--- config.mk ---
export PLATFORM = sky130hd
export DESIGN_NAME = mem_arbiter
export DESIGN_NICKNAME = d
export VERILOG_FILES = /design/src/rtl/mem_arbiter.sv
export SDC_FILE = /design/constraint.sdc
export NUM_CORES = 1
export LEC_CHECK = 0
export BUFFER_PORTS_ARGS = -buffer_cell sky130_fd_sc_hd__buf_2
export CELL_PAD_IN_SITES_DETAIL_PLACEMENT = 1
export CELL_PAD_IN_SITES_GLOBAL_PLACEMENT = 2
export CORE_MARGIN = 5
export CORE_UTILIZATION = 22
export CTS_CLUSTER_DIAMETER = 100
export CTS_CLUSTER_SIZE = 14
export DETAILED_ROUTE_END_ITERATION = 8
export PLACE_DENSITY_LB_ADDON = 0.25
export SETUP_SLACK_MARGIN = 0.3
export SLEW_MARGIN = 40
export SYNTH_ARGS = -nofsm -noshare
export SYNTH_HDL_FRONTEND = slang
export SYNTH_SLANG_ARGS = --single-unit
--- constraint.sdc ---
create_clock -name clk -period 2.95 [get_ports clk]
set_input_delay 0.295 -clock clk [delete_from_list [all_inputs] [get_ports clk]]
set_output_delay 0.295 -clock clk [all_outputs]
set_load 0.03 [all_outputs]
--- src/rtl/mem_arbiter.sv ---
// Shared main-memory arbiter: grants I- or D-cache line bursts, issues one word per cycle,
// and steers returned read data back to the owner. Define MEM_ARB_RR_EN for round-robin ties.
//
// state | meaning
// IDLE  | no owner, sampling requests
// ISSUE | one word issued per cycle for LINE_WORDS cycles
// DRAIN | all reads issued, waiting for the last word to return
// DONE  | one-cycle done pulse to the owner
module mem_arbiter #(
  parameter int LINE_WORDS = 4,
  parameter int MEM_LAT    = 2
) (
  input  logic        clk,
  input  logic        rst,
  input  logic        i_req,
  input  logic [15:0] i_addr,
  output logic        i_grant,
  output logic        i_rvalid,
  output logic [2:0]  i_rword,
  output logic [15:0] i_rdata,
  output logic        i_done,
  input  logic        d_req,
  input  logic        d_wr,
  input  logic [15:0] d_addr,
  input  logic [15:0] d_wdata,
  output logic        d_grant,
  output logic [2:0]  d_wword,
  output logic        d_rvalid,
  output logic [2:0]  d_rword,
  output logic [15:0] d_rdata,
  output logic        d_done,
  output logic        mem_rd,
  output logic        mem_wr,
  output logic [15:0] mem_addr,
  output logic [15:0] mem_wdata,
  input  logic [15:0] mem_rdata
);

  localparam int          OFF_BITS  = $clog2(LINE_WORDS) + 1;
  localparam logic [15:0] BASE_MASK = ~16'((1 << OFF_BITS) - 1);
  localparam logic [2:0]  LAST_IDX  = 3'(LINE_WORDS - 1);

  typedef enum logic [1:0] {IDLE, ISSUE, DRAIN, DONE} stateT;

  stateT       stateQ, stateNext;
  logic        ownerD;
  logic        wrOp;
  logic [15:0] baseAddr;
  logic [2:0]  issueLeft;
  logic [2:0]  issueIdx;
  logic        issuing;
  logic        anyReq;
  logic        pickD;
  logic        granted;

  logic [MEM_LAT-1:0] pipeValid;
  logic [2:0]         pipeIdx [MEM_LAT];
  logic               retValid;
  logic [2:0]         retIdx;
  logic               lastReturn;

  assign anyReq = i_req || d_req;

`ifdef MEM_ARB_RR_EN
  // Remembers the previous winner; starts at I so D takes the first tie.
  logic lastD;

  always_ff @(posedge clk or negedge rst) begin
    if (!rst) begin
      lastD <= 1'b0;
    end else if (stateQ == IDLE && anyReq) begin
      lastD <= pickD;
    end
  end

  assign pickD = d_req && (!i_req || !lastD);
`else
  assign pickD = d_req;
`endif

  always_ff @(posedge clk or negedge rst) begin
    if (!rst) begin
      stateQ <= IDLE;
    end else begin
      stateQ <= stateNext;
    end
  end

  always_comb begin
    stateNext = stateQ;
    case (stateQ)
      IDLE:    if (anyReq) stateNext = ISSUE;
      ISSUE:   if (issueLeft == 3'd0) stateNext = wrOp ? DONE : DRAIN;
      DRAIN:   if (lastReturn) stateNext = DONE;
      DONE:    stateNext = IDLE;
      default: stateNext = IDLE;
    endcase
  end

  // Burst context is captured once so a dropped request cannot disturb the burst.
  always_ff @(posedge clk or negedge rst) begin
    if (!rst) begin
      ownerD    <= 1'b0;
      wrOp      <= 1'b0;
      baseAddr  <= 16'h0000;
      issueLeft <= 3'd0;
    end else if (stateQ == IDLE && anyReq) begin
      ownerD    <= pickD;
      wrOp      <= pickD && d_wr;
      baseAddr  <= (pickD ? d_addr : i_addr) & BASE_MASK;
      issueLeft <= LAST_IDX;
    end else if (issuing && issueLeft != 3'd0) begin
      issueLeft <= issueLeft - 3'd1;
    end
  end

  assign issuing  = (stateQ == ISSUE);
  assign issueIdx = LAST_IDX - issueLeft;
  assign granted  = (stateQ != IDLE);

  always_ff @(posedge clk or negedge rst) begin
    if (!rst) begin
      pipeValid <= '0;
      for (int i = 0; i < MEM_LAT; i++) pipeIdx[i] <= 3'd0;
    end else begin
      pipeValid[0] <= issuing && !wrOp;
      pipeIdx[0]   <= issueIdx;
      for (int i = 1; i < MEM_LAT; i++) begin
        pipeValid[i] <= pipeValid[i-1];
        pipeIdx[i]   <= pipeIdx[i-1];
      end
    end
  end

  assign retValid   = pipeValid[MEM_LAT-1];
  assign retIdx     = pipeIdx[MEM_LAT-1];
  assign lastReturn = retValid && (retIdx == LAST_IDX);

  assign i_grant  = granted && !ownerD;
  assign d_grant  = granted && ownerD;
  assign i_done   = (stateQ == DONE) && !ownerD;
  assign d_done   = (stateQ == DONE) && ownerD;

  assign i_rvalid = retValid && !ownerD;
  assign d_rvalid = retValid && ownerD;
  assign i_rword  = i_rvalid ? retIdx : 3'd0;
  assign d_rword  = d_rvalid ? retIdx : 3'd0;
  assign i_rdata  = i_rvalid ? mem_rdata : 16'h0000;
  assign d_rdata  = d_rvalid ? mem_rdata : 16'h0000;

  assign mem_rd    = issuing && !wrOp;
  assign mem_wr    = issuing && wrOp;
  assign mem_addr  = issuing ? (baseAddr + {12'd0, issueIdx, 1'b0}) : 16'h0000;
  assign d_wword   = mem_wr ? issueIdx : 3'd0;
  assign mem_wdata = mem_wr ? d_wdata : 16'h0000;

endmodule
Word-level counts from Yosys, hierarchy flattened --
Cells that the tools add are included.
Word-level totals: flip-flop bits (word level) 28, input port bits 69, logic and storage cells 54
Operators by class: eq/ne operators 7, add/sub/neg operators 3, reduce and logical (&&, ||, !) cells 21, muxes and demuxes 15
Operators by type and width (number):
- 2-to-1 mux 16 bit | 5
- adder 16 x 4 -> 16 bit | 1
- 2-to-1 mux 3 bit | 5
- logical AND 1 bit | 12
- one-hot mux 2 bit (4 select lines) | 1
- 2-to-1 mux 2 bit | 3
- == test 2 bit (second input constant) | 2
- != test 2 bit (second input constant) | 2
- nonzero test 2 bit | 2
- == test 3 x 2 -> 1 bit (second input constant) | 1
- logical NOT 3 bit | 1
- AND reduction 3 bit | 1
- nonzero test 3 bit | 1
- subtractor 2 x 3 -> 3 bit (first input constant) | 1
- subtractor 3 x 1 -> 3 bit (second input constant) | 1
- == test 2 x 1 -> 1 bit (second input constant) | 1
- logical NOT 1 bit | 2
- logical NOT 2 bit | 1
- != test 2 x 1 -> 1 bit (second input constant) | 1
- logical OR 1 bit | 1
- 2-to-1 mux 1 bit | 1

Depth between registers and ports, before layout --
Gate-level depths: netlist of the first run.
word-level depth 4, mapped depth 7, gate-level depth less buffers 6

Worst setup path after synthesis of the first run --
OpenSTA, ideal clock, no wires.
path type register to output, start point register issueLeft[2], end point output port mem_addr[11], slack 801 ps, arrival time 1854 ps, buffers on the path 0, cell stages (with the launch flop) 5, path through dfrtp_1 > ha_1 > nand4_2 > or3_1 > a21boi_0
Between the ends: longest elaborated chain between the ends 3
RTL lines:
- start, declared | RTL line 49 | logic [2:0] issueLeft;
- start signal, assigned | RTL line 113 | issueLeft <= issueLeft - 3'd1;
- subtractor 2 x 3 -> 3 bit | RTL line 118 | assign issueIdx = LAST_IDX - issueLeft;
- adder 16 x 4 -> 16 bit | RTL line 153 | assign mem_addr = issuing ? (baseAddr + {12'd0, issueIdx, 1'b0}) : 16'h0000;
- 2-to-1 mux 16 bit | RTL line 153
- end, declared | RTL line 34 | output logic [15:0] mem_addr,
Every way passes these cells.

Worst setup path in the final report of the first run --
Same ends and word-level chain as after synthesis.

==> flow_summary.yaml, run 1 <==
outcome:
  status: "finished clean"
global_route:
  global_route_wire_length_before_repair_mm: 10.76
  grt_remaining_overflow: 0
  grt.total_usage_pct: 11.56
  largest_net_degree_at_the_start_of_global_routing: 31
  antenna_found_initial: 0
  grt_pass1_vias: 2112
power_and_ir_drop:
  power_frac_comb_pct: 60.8
  power.static_leakage_nw: 1.747
  power_switching_mw: 1.383
  clock_power_share_pct: 8.0
  power_density_nw_per_um2: 911.9
  switching_share_pct: 53.72
  vdd_drop_max_v: 0.0003561
  relative_contribution_of_sequential_cells_to_total_power_pct: 31.2
  p_int_mw: 1.191
logic_synthesis:
  async_flop_share_pct: 100.0
  syn-cell-area_um2: 1982
  yosysWarningCount: 0
  synth_edf_count: 0
  synth.lib_cells_used.distinct: 30
  synth_sequential_area_ratio_pct: 35.35
  synth_most_common_cell: "and3_1"
  synthFlopType: "dfrtp_1"
  syn_nets: 313
  post_synth_most_frequent_cells: "and3_1, and2_1, dfrtp_1"
  post_synth_inst_count: 236
  syn_avg_cell_area_um2: 8.398
  synth.ff_latch_count: 28
  synth_top_cell_by_area: "dfrtp_1"
  synth.area.top_cells: "dfrtp_1, and3_1, and2_1"
  yosys.area.top_type_share_pct: 35.35
clock_tree:
  clock_root_buffer: "clkbuf_8"
  clock_tree_from_tritoncts: "done"
  clock-sinks: 28
  cts_max_path_buffers: 2
  cts.repair.resized: 0
  holdBufCountCts: 0
  clkLatencyLatePin_ns: 0.27
  clkSlewWorstSetupHoldPaths_ns: 0.10
  cts_buffers: 3
  h_tree_level_count: 1
  cts_setup_buffers: 0
setup_path:
  critical_path.top_delay_family: "simple AND/OR/NAND/NOR gates"
  cp-start-kind: "flop"
  crit_required_ns: 2.65
  crit_path_arrival_time_ns: 2.03
  worstPathCellList: "ha_1 -> nand4_2 -> or3_1 -> a21boi_0 -> buf_2"
  crit_path_max_fo: 9
  crit_path_top_delay_cell: "dfrtp_1"
  worst_path_largest_cell_delay_ns: 0.48
  endpoint_kind: "output pin"
  timing_worst_setup_path_type: "reg2out"
  timing.critical_path.buf_inv: 1
layout:
  finish.net_count: 446
  nFillCells: 1106
  final_layout_size_suffix_gt1_share_pct: 41.69
  number_of_antenna_diodes: 0
  flow.area_growth_from_synthesis_pct: 42.42
timing:
  timing.final.max_slew_violations: 0
  worstMarginPinSlew_ns: 0.6378
  tns_ns: 0
  timing.clock.skew_ns: 0.01107
  setup_viol: 0
  timing.max_slew.rel_slack_pct: 57.48
  post-route-worst-setup-slack_ns: 0.6239
  final_hold_viol_count: 0
  setup_repair_after_global_routing_missed_its_margin: "no"
  min_period_over_period_pct: 78.85
  max_freq_ghz: 0.4299
  final.min_clock_period_ns: 2.326
floorplanning:
  x_dimension_of_the_die_um: 104.9
  die_area_um2: 11010
  core_um2: 8763
  initial_utilization_pct: 22.62
  floorplan.rows: 34
  die_h_um: 104.9
  io-pin-count: 150
place:
  finalWeightedCongestion: 0.7106
  pre_cts_slack_ns: 0.9054
  numPortBuffers: 142
  place_hpwl_mm: 5.323
detailed_routing:
  first_pass_iters: 4
  first_iter_violations: 29
  wl_mm: 6.627
  routedWlPerCell_um: 13.95
  drt_drc_violations_left: 0
  drt.antenna.violating_nets: 0
  vias_cell: 4.366
  dr_total_vias: 2074
min_path:
  hold_path.class: "in2async"
flow_run:
  cap_viol_max_count: 0
[layout make-up]
type                       instances  area [um2]  area share (%)
clock buffer                       3       41.29           1.463
inverter                           8       30.03           1.064
multi-input combinational        182        1175           41.62
sequential                        28       700.7           24.82
tap                              108       135.1           4.787
timing repair buffer             146       740.7           26.24
[logic make-up (layout without fill, tap and decap cells)]
logic type	Yosys count	after routing	synth area share [%]
other cells	1	1	0.1892
compound gates	26	26	7.576
simple gates	124	124	35.29
buf+inv	26	157	5.555
flops	28	28	35.35
xor+xnor	10	10	4.419
mux	13	13	6.565
fa+ha+maj	8	8	5.051
[power by group through the flow]
stage | combinational, mW | clock, mW | sequential (mW)
floorplan | 1.19 | 0 | 0.715
global placement | 1.58 | 0 | 0.812
detailed placement | 1.59 | 0 | 0.824
CTS | 1.60 | 0.218 | 0.814
global route | 1.73 | 0.234 | 0.850
finish | 1.56 | 0.206 | 0.804
[stage by stage]
stage / cells / util, % / hold WS [ns] / total power [mW] / instance area [um2]
finish: 475 / 32.21 / 0.02847 / 2.574 / 2823
CTS: 475 / 32.21 / 0.04770 / 2.631 / 2823
global route: 475 / 32.21 / 0.08018 / 2.812 / 2823
detailed placement: 472 / 31.74 / 0.3358 / 2.418 / 2781
floorplan: 236 / - / -0.0005911 / 1.901 / 1982
global placement: 472 / 31.74 / 0.3329 / 2.387 / 2781
[metal layers]
layer	part of all wire, %	GRT usage (%)
met4	0.68	1.644
met3	7.4	3.576
met1	43	14.48
met5	0	0
met2	49	19.96
[cell usage in the layout (no fill, tap or decap), types with 5 or more instances in the layout]
cell | netlist | routed
and2_1 | 30 | 30
and3_1 | 35 | 35
buf_2 | 4 | 142
dfrtp_1 | 28 | 28
ha_1 | 8 | 8
inv_1 | 8 | 8
mux2i_1 | 13 | 13
nand2_1 | 27 | 27
nor2_1 | 7 | 7
nor2b_1 | 7 | 7
nor3_1 | 5 | 5
o21ai_0 | 18 | 17
xnor2_1 | 5 | 5
xor2_1 | 5 | 5
[worst paths after layout]
| check | endpoint | cells past startpoint | slack (ns) | startpoint |
|---|---|---|---|---|
| worst max register to register | stateQ[0] | 5 | 0.99 | stateQ[1] |
| worst max-delay path | mem_addr[11] | 5 | 0.62 | issueLeft[2] |
| min in group clk | wrOp | 3 | 0.26 | d_wr |
| worst min register to register | retIdx[2] | 0 | 0.35 | pipeIdx[5] |
| max in group asynchronous | wrOp | 1 | 2.50 | rst |
| worst min-delay path | baseAddr[9] | 1 | 0.03 | rst |
[state kept, by name (all words and copies together), names as in the netlist]
name and count:
baseAddr 13, issueLeft 3, pipeIdx 3, retIdx 3
pipeValid 2, stateQ 2, ownerD 1, wrOp 1
Note: power is estimated with default switching activity, not from simulation.
==> run 2: changes to the inputs <==
--- a/config.mk
+++ b/config.mk
@@ -9,7 +9,7 @@
 export CELL_PAD_IN_SITES_DETAIL_PLACEMENT = 1
 export CELL_PAD_IN_SITES_GLOBAL_PLACEMENT = 2
 export CORE_MARGIN = 5
-export CORE_UTILIZATION = 22
+export CORE_UTILIZATION = 20
 export CTS_CLUSTER_DIAMETER = 100
 export CTS_CLUSTER_SIZE = 14
 export DETAILED_ROUTE_END_ITERATION = 8
==> constraint.sdc (replaced) <==
create_clock -name clk -period 2.3 [get_ports clk]
set_input_delay 0.23 -clock clk [delete_from_list [all_inputs] [get_ports clk]]
set_output_delay 0.23 -clock clk [all_outputs]
set_load 0.03 [all_outputs]
==> run 2 against run 1 <==
Sequential share of layout area fell by 1.6 points; power up 38%; first-iteration DRC count rose by 110%.
==> flow_summary.yaml, run 2 (synthesis gave the netlist of run 1 again) <==
global_route:
  grt_remaining_overflow: 0
  largest_net_degree_at_the_start_of_global_routing: 32
  grt_util_met3_pct: 2.642
  met1_usage_pct: 13.21
  grt.total_usage_pct: 10.89
  grt_util_met2_pct: 19.27
  global_route.peak_usage_layer: "met2"
  grt_pass1_vias: 2198
  antenna_found_initial: 0
  global_route_wire_length_before_repair_mm: 10.58
setup_path:
  timing_worst_setup_path_type: "reg2out"
  worst_setup_slack_for_register_to_register_paths_ns: 0.45
  critical_path.reg2reg.endpoint: "stateQ[0]"
  crit_path_arrival_time_ns: 1.68
  critical_path.top_delay_family: "simple AND/OR/NAND/NOR gates"
  crit_path_max_fo: 8
  endpoint_kind: "output pin"
  cp-start-kind: "flop"
  reg2reg_start: "stateQ[0]"
  timing.critical_path.buf_inv: 1
  critical_path_cell_count: 5
  worstPathCellList: "ha_4 -> nand4_4 -> or3_1 -> a21boi_1 -> buf_4"
  worst_path_largest_cell_delay_ns: 0.43
  crit_path_top_delay_cell: "dfrtp_2"
  ff2ff_path_depth: 6
  crit_required_ns: 2.07
place:
  dpl.cell_count: 500
  numPortBuffers: 142
  placed_cell_area_um2: 2843
  place_hpwl_mm: 5.622
  finalWeightedCongestion: 0.7337
timing:
  setup_viol: 0
  min_period_over_period_pct: 82.97
  hold-worst-slack_ns: 0.1843
  final_hold_viol_count: 0
  setup_repair_after_global_routing_missed_its_margin: "yes"
  timing.clock.skew_ns: 0.001948
  tns_ns: 0
  timing.final.max_slew_violations: 0
  final.min_clock_period_ns: 1.908
  worstMarginPinSlew_ns: 0.7370
  max_freq_ghz: 0.5240
  timing.max_slew.rel_slack_pct: 50.68
layout:
  number_of_antenna_diodes: 0
  instances_no_fill: 508
  largest_register: "baseAddr"
  final_layout_size_suffix_gt1_share_pct: 46.13
  flow.area_growth_from_synthesis_pct: 53.35
  layout.cells.most_common: "buf_2"
  final_design_area_no_fill_um2: 3039
  nFillCells: 1226
  mostFrequentLayoutCells: "buf_2, and3_1, and2_1, nand2_1, dfrtp_1"
  finish.net_count: 453
  largest_register_ffs: 13
clock_tree:
  clock-sinks: 28
  clkSlewWorstSetupHoldPaths_ns: 0.10
  cts_max_path_buffers: 2
  clock_root_buffer: "clkbuf_8"
  h_tree_level_count: 1
  clkLatencyLatePin_ns: 0.27
  clock_tree_from_tritoncts: "done"
  cts_buffers: 3
min_path:
  worstHoldStart: "d_wr"
  hold_end: "wrOp"
  timing.hold.worst_path_depth: 3
  hold_path.class: "in2reg"
detailed_routing:
  wl_mm: 6.934
  dr_total_vias: 2185
  first_iter_violations: 60
  drt.antenna.violating_nets: 0
  drt_drc_violations_left: 0
  first_pass_iters: 4
  vias_cell: 4.301
  routedWlPerCell_um: 13.65
floorplanning:
  die_h_um: 109.5
  initial_utilization_pct: 20.37
  x_dimension_of_the_die_um: 109.5
  die_area_um2: 12000
  io-pin-count: 150
  core_um2: 9729
  floorplan.rows: 36
power_and_ir_drop:
  power_density_nw_per_um2: 1166
  power.static_leakage_nw: 1.789
  vdd_drop_max_v: 0.0002598
outcome:
  status: "finished clean"
flow_run:
  cap_viol_max_count: 0
[run 2: changes by cell type in the layout (fill, tap and decap cells not counted), sizes merged]
| cell | delta |
|---|---|
| buf | +5 |
| dlygate4sd3 | +1 |
| clkbuf | +2 |
[run 2: layout make-up]
type                    instances  area [um2]  area share, %
well taps                     133       166.4          5.476
inverters                       8       30.03         0.9881
repair buffers                153       820.8          27.01
multi-input cells             182        1262          41.54
flip-flops and latches         28       704.4          23.18
clock buffers                   4       55.05          1.811
[run 2: where the power goes]
part | leakage, nW | internal (mW) | switching, mW
Combinational | 1.42 | 0.799 | 1.41
Clock | 0.0288 | 0.153 | 0.153
Sequential | 0.343 | 0.732 | 0.294
Total | 1.79 | 1.68 | 1.86
[run 2: worst max path at each step]
stage | startpoint | endpoint
2_1_floorplan | issueLeft[2] | mem_addr[11]
3_3_place_gp | issueLeft[2] | mem_addr[15]
3_5_place_dp | issueLeft[2] | mem_addr[15]
4_1_cts | baseAddr[3] | mem_addr[11]
5_1_grt | issueLeft[2] | mem_addr[9]
6_report | issueLeft[2] | mem_addr[9]
[run 2: per-stage QoR]
| step | setup WS, ns | utilization [%] | power, mW |
|---|---|---|---|
| final | 0.3917 | 31.24 | 3.543 |
| after detailed placement | 0.3664 | 29.22 | 3.158 |
| after global routing | 0.2499 | 31.24 | 3.872 |
| after floorplan | 0.4354 | - | 2.442 |
| after global placement | 0.3946 | 29.14 | 3.118 |
| after CTS | 0.2878 | 30.57 | 3.542 |
[run 2: tightest hold or removal path, delay by kind of cell]
kind                   cells  cell delay (ns)
buffers and inverters      1             0.07
AND/OR/NAND/NOR            2             0.12
[run 2: what timing repair did]
item                                   CTS  global route
resized for setup                       13            15
setup buffers                            2             1
pin swaps                                1             9
endpoints found under the hold margin   28             0
hold buffers                             1             0
gates cloned                             0             0
setup endpoints to repair               14            35
[run 2: metal layers]
layer | wire length (um) | vias up
li1 | - | 1068
met1 | 2863 | 1001
met2 | 3202 | 112
met3 | 808 | 4
met4 | 59 | 0
met5 | 0 | -
==> run 3: changes to the inputs <==
--- a/config.mk
+++ b/config.mk
@@ -9,7 +9,7 @@
 export CELL_PAD_IN_SITES_DETAIL_PLACEMENT = 1
 export CELL_PAD_IN_SITES_GLOBAL_PLACEMENT = 2
 export CORE_MARGIN = 5
-export CORE_UTILIZATION = 20
+export CORE_UTILIZATION = 18
 export CTS_CLUSTER_DIAMETER = 100
 export CTS_CLUSTER_SIZE = 14
 export DETAILED_ROUTE_END_ITERATION = 8
==> constraint.sdc (replaced) <==
create_clock -name clk -period 1.6 [get_ports clk]
set_input_delay 0.16 -clock clk [delete_from_list [all_inputs] [get_ports clk]]
set_output_delay 0.16 -clock clk [all_outputs]
set_load 0.03 [all_outputs]
==> run 3 against run 2 <==
The run now ends with negative setup slack left; critical path depth increased by 1; worst hold slack got worse by 0.064 ns; utilization rose by 14 points; register-to-register slack got worse by 0.60 ns; worst setup slack lost 0.65 ns; combinational power grew to 3.2 times the previous value; cell count up 12%; via count grew 13%; wire length rose by 33%; clock-buffer cell count shrank 1; power grew to 2.5 times the previous value; critical endpoint is now mem_addr[10]; largest power group unchanged.
==> flow_summary.yaml, run 3 (synthesis gave the netlist of run 1 again) <==
outcome:
  status: "finished, violations left"
  violations: "negative setup slack"
clock_tree:
  h_tree_level_count: 1
  cts_buffers: 3
  clkSlewWorstSetupHoldPaths_ns: 0.10
  clock-sinks: 28
  cts_max_path_buffers: 2
  clock_root_buffer: "clkbuf_8"
  clkLatencyLatePin_ns: 0.27
  clock_tree_from_tritoncts: "done"
layout:
  finish.net_count: 509
  flow.area_growth_from_synthesis_pct: 145.3
  number_of_antenna_diodes: 0
  layout.cells.most_common: "buf_6"
  mostFrequentLayoutCells: "buf_6, buf_2, and3_4, and2_4, buf_4"
  final_layout_size_suffix_gt1_share_pct: 80.00
  layout.core_utilization_pct: 45.05
  largest_register_ffs: 13
  instances_no_fill: 570
  nFillCells: 1160
  largest_register: "baseAddr"
floorplanning:
  die_area_um2: 13210
  die_h_um: 114.9
  floorplan.rows: 38
  initial_utilization_pct: 18.36
  io-pin-count: 150
  core_um2: 10790
  x_dimension_of_the_die_um: 114.9
detailed_routing:
  vias_cell: 4.321
  first_iter_violations: 53
  dr_total_vias: 2463
  first_pass_iters: 4
  drt_drc_violations_left: 0
  wl_mm: 9.233
  routedWlPerCell_um: 16.20
  drt.antenna.violating_nets: 0
timing:
  setup_viol: 47
  timing.max_slew.rel_slack_pct: 54.79
  worstMarginPinSlew_ns: 0.6782
  final_hold_viol_count: 0
  timing.clock.skew_ns: 0.002850
  timing.final.max_slew_violations: 0
  final.min_clock_period_ns: 1.858
  min_period_over_period_pct: 116.1
  post-route-worst-setup-slack_ns: -0.2576
  tns_ns: -4.760
  setup_repair_after_global_routing_missed_its_margin: "yes"
  max_freq_ghz: 0.5383
global_route:
  grt.total_usage_pct: 13.40
  grt_pass1_vias: 2707
  global_route_wire_length_before_repair_mm: 14.15
  largest_net_degree_at_the_start_of_global_routing: 29
  grt_remaining_overflow: 0
  antenna_found_initial: 0
place:
  pre_cts_slack_ns: -0.06361
  finalWeightedCongestion: 0.7643
  dpl.cell_count: 520
  place_hpwl_mm: 5.933
  numPortBuffers: 142
min_path:
  hold_path.class: "in2reg"
setup_path:
  timing_worst_setup_path_type: "reg2out"
  crit_path_top_delay_cell: "dfrtp_2"
  crit_required_ns: 1.44
  worstPathCellList: "buf_4 -> ha_4 -> nand3_4 -> or3_4 -> a21boi_4 -> buf_6"
  timing.critical_path.buf_inv: 2
  cp-start-kind: "flop"
  crit_path_max_fo: 4
  endpoint_kind: "output pin"
  critical_path.top_delay_family: "simple AND/OR/NAND/NOR gates"
  worst_path_largest_cell_delay_ns: 0.41
  crit_path_arrival_time_ns: 1.70
flow_run:
  cap_viol_max_count: 0
power_and_ir_drop:
  power_density_nw_per_um2: 1825
  power.static_leakage_nw: 2.327
  vdd_drop_max_v: 0.0006602
[run 3: changes by cell type in the layout (fill, tap and decap cells not counted), sizes merged]
cell | previous run | this run
clkinv | 0 | 2
buf | 151 | 208
inv | 8 | 6
clkbuf | 5 | 3
[run 3: layout make-up]
cell class	count	area, um2	area share, %
tap	140	175.2	3.603
inverter	8	42.54	0.8749
multi-input combinational	182	1814	37.31
sequential	28	705.7	14.51
clock buffer	3	41.29	0.8492
timing repair buffer	209	2083	42.85
[run 3: worst register-to-register path, cell delays in order, from the launching register on]
cell and delay [ns]:
dfrtp_1 0.40, inv_2 0.07, ha_4 0.20, buf_6 0.13, buf_6 0.11, a222oi_1 0.43
a31oi_1 0.14, o22a_1 0.17
[run 3: where the power goes]
part | internal, mW | switching [mW] | total, mW
registers | 1.05 | 0.412 | 1.47
clock network | 0.169 | 0.221 | 0.391
logic | 3.83 | 3.19 | 7.02
total | 5.05 | 3.82 | 8.87
[run 3: metal layers]
metal | wire length [um] | GRT usage [%] | vias up
met1 | 3670 | 15.35 | 1166
met3 | 847 | 3.368 | 2
met2 | 4657 | 25.15 | 106
met4 | 57 | 2.582 | 0
met5 | 0 | 0 | -
li1 | - | - | 1189
[run 3: what timing repair did]
item,4_1_cts,5_1_grt
setup endpoints to repair,96,100
buffers inserted,24,11
hold buffers,1,0
resized for setup,289,39
gates cloned,11,0
pin swaps,43,16
hold endpoints to repair,28,0
[run 3: path summary, 6_finish.rpt]
path	from	to	slack, ns	cells after the start
setup / recovery	issueLeft[2]	mem_addr[10]	-0.26	6
hold / removal	d_wr	wrOp	0.12	3
setup reg to reg	stateQ[1]	stateQ[0]	-0.15	7
hold reg to reg	pipeIdx[3]	retIdx[0]	0.36	0
max in group asynchronous	rst	baseAddr[6]	0.67	2
min in group asynchronous	rst	issueLeft[0]	0.45	2
[run 3: per-stage QoR]
step	cell area [um2]	total power, mW	hold slack [ns]
2_1_floorplan	2220	3.922	-0.1356
3_3_place_gp	3174	5.103	0.2317
3_5_place_dp	3174	5.160	0.2386
4_1_cts	4604	8.309	0.1211
5_1_grt	4862	9.419	0.1498
6_report	4862	8.874	0.1201
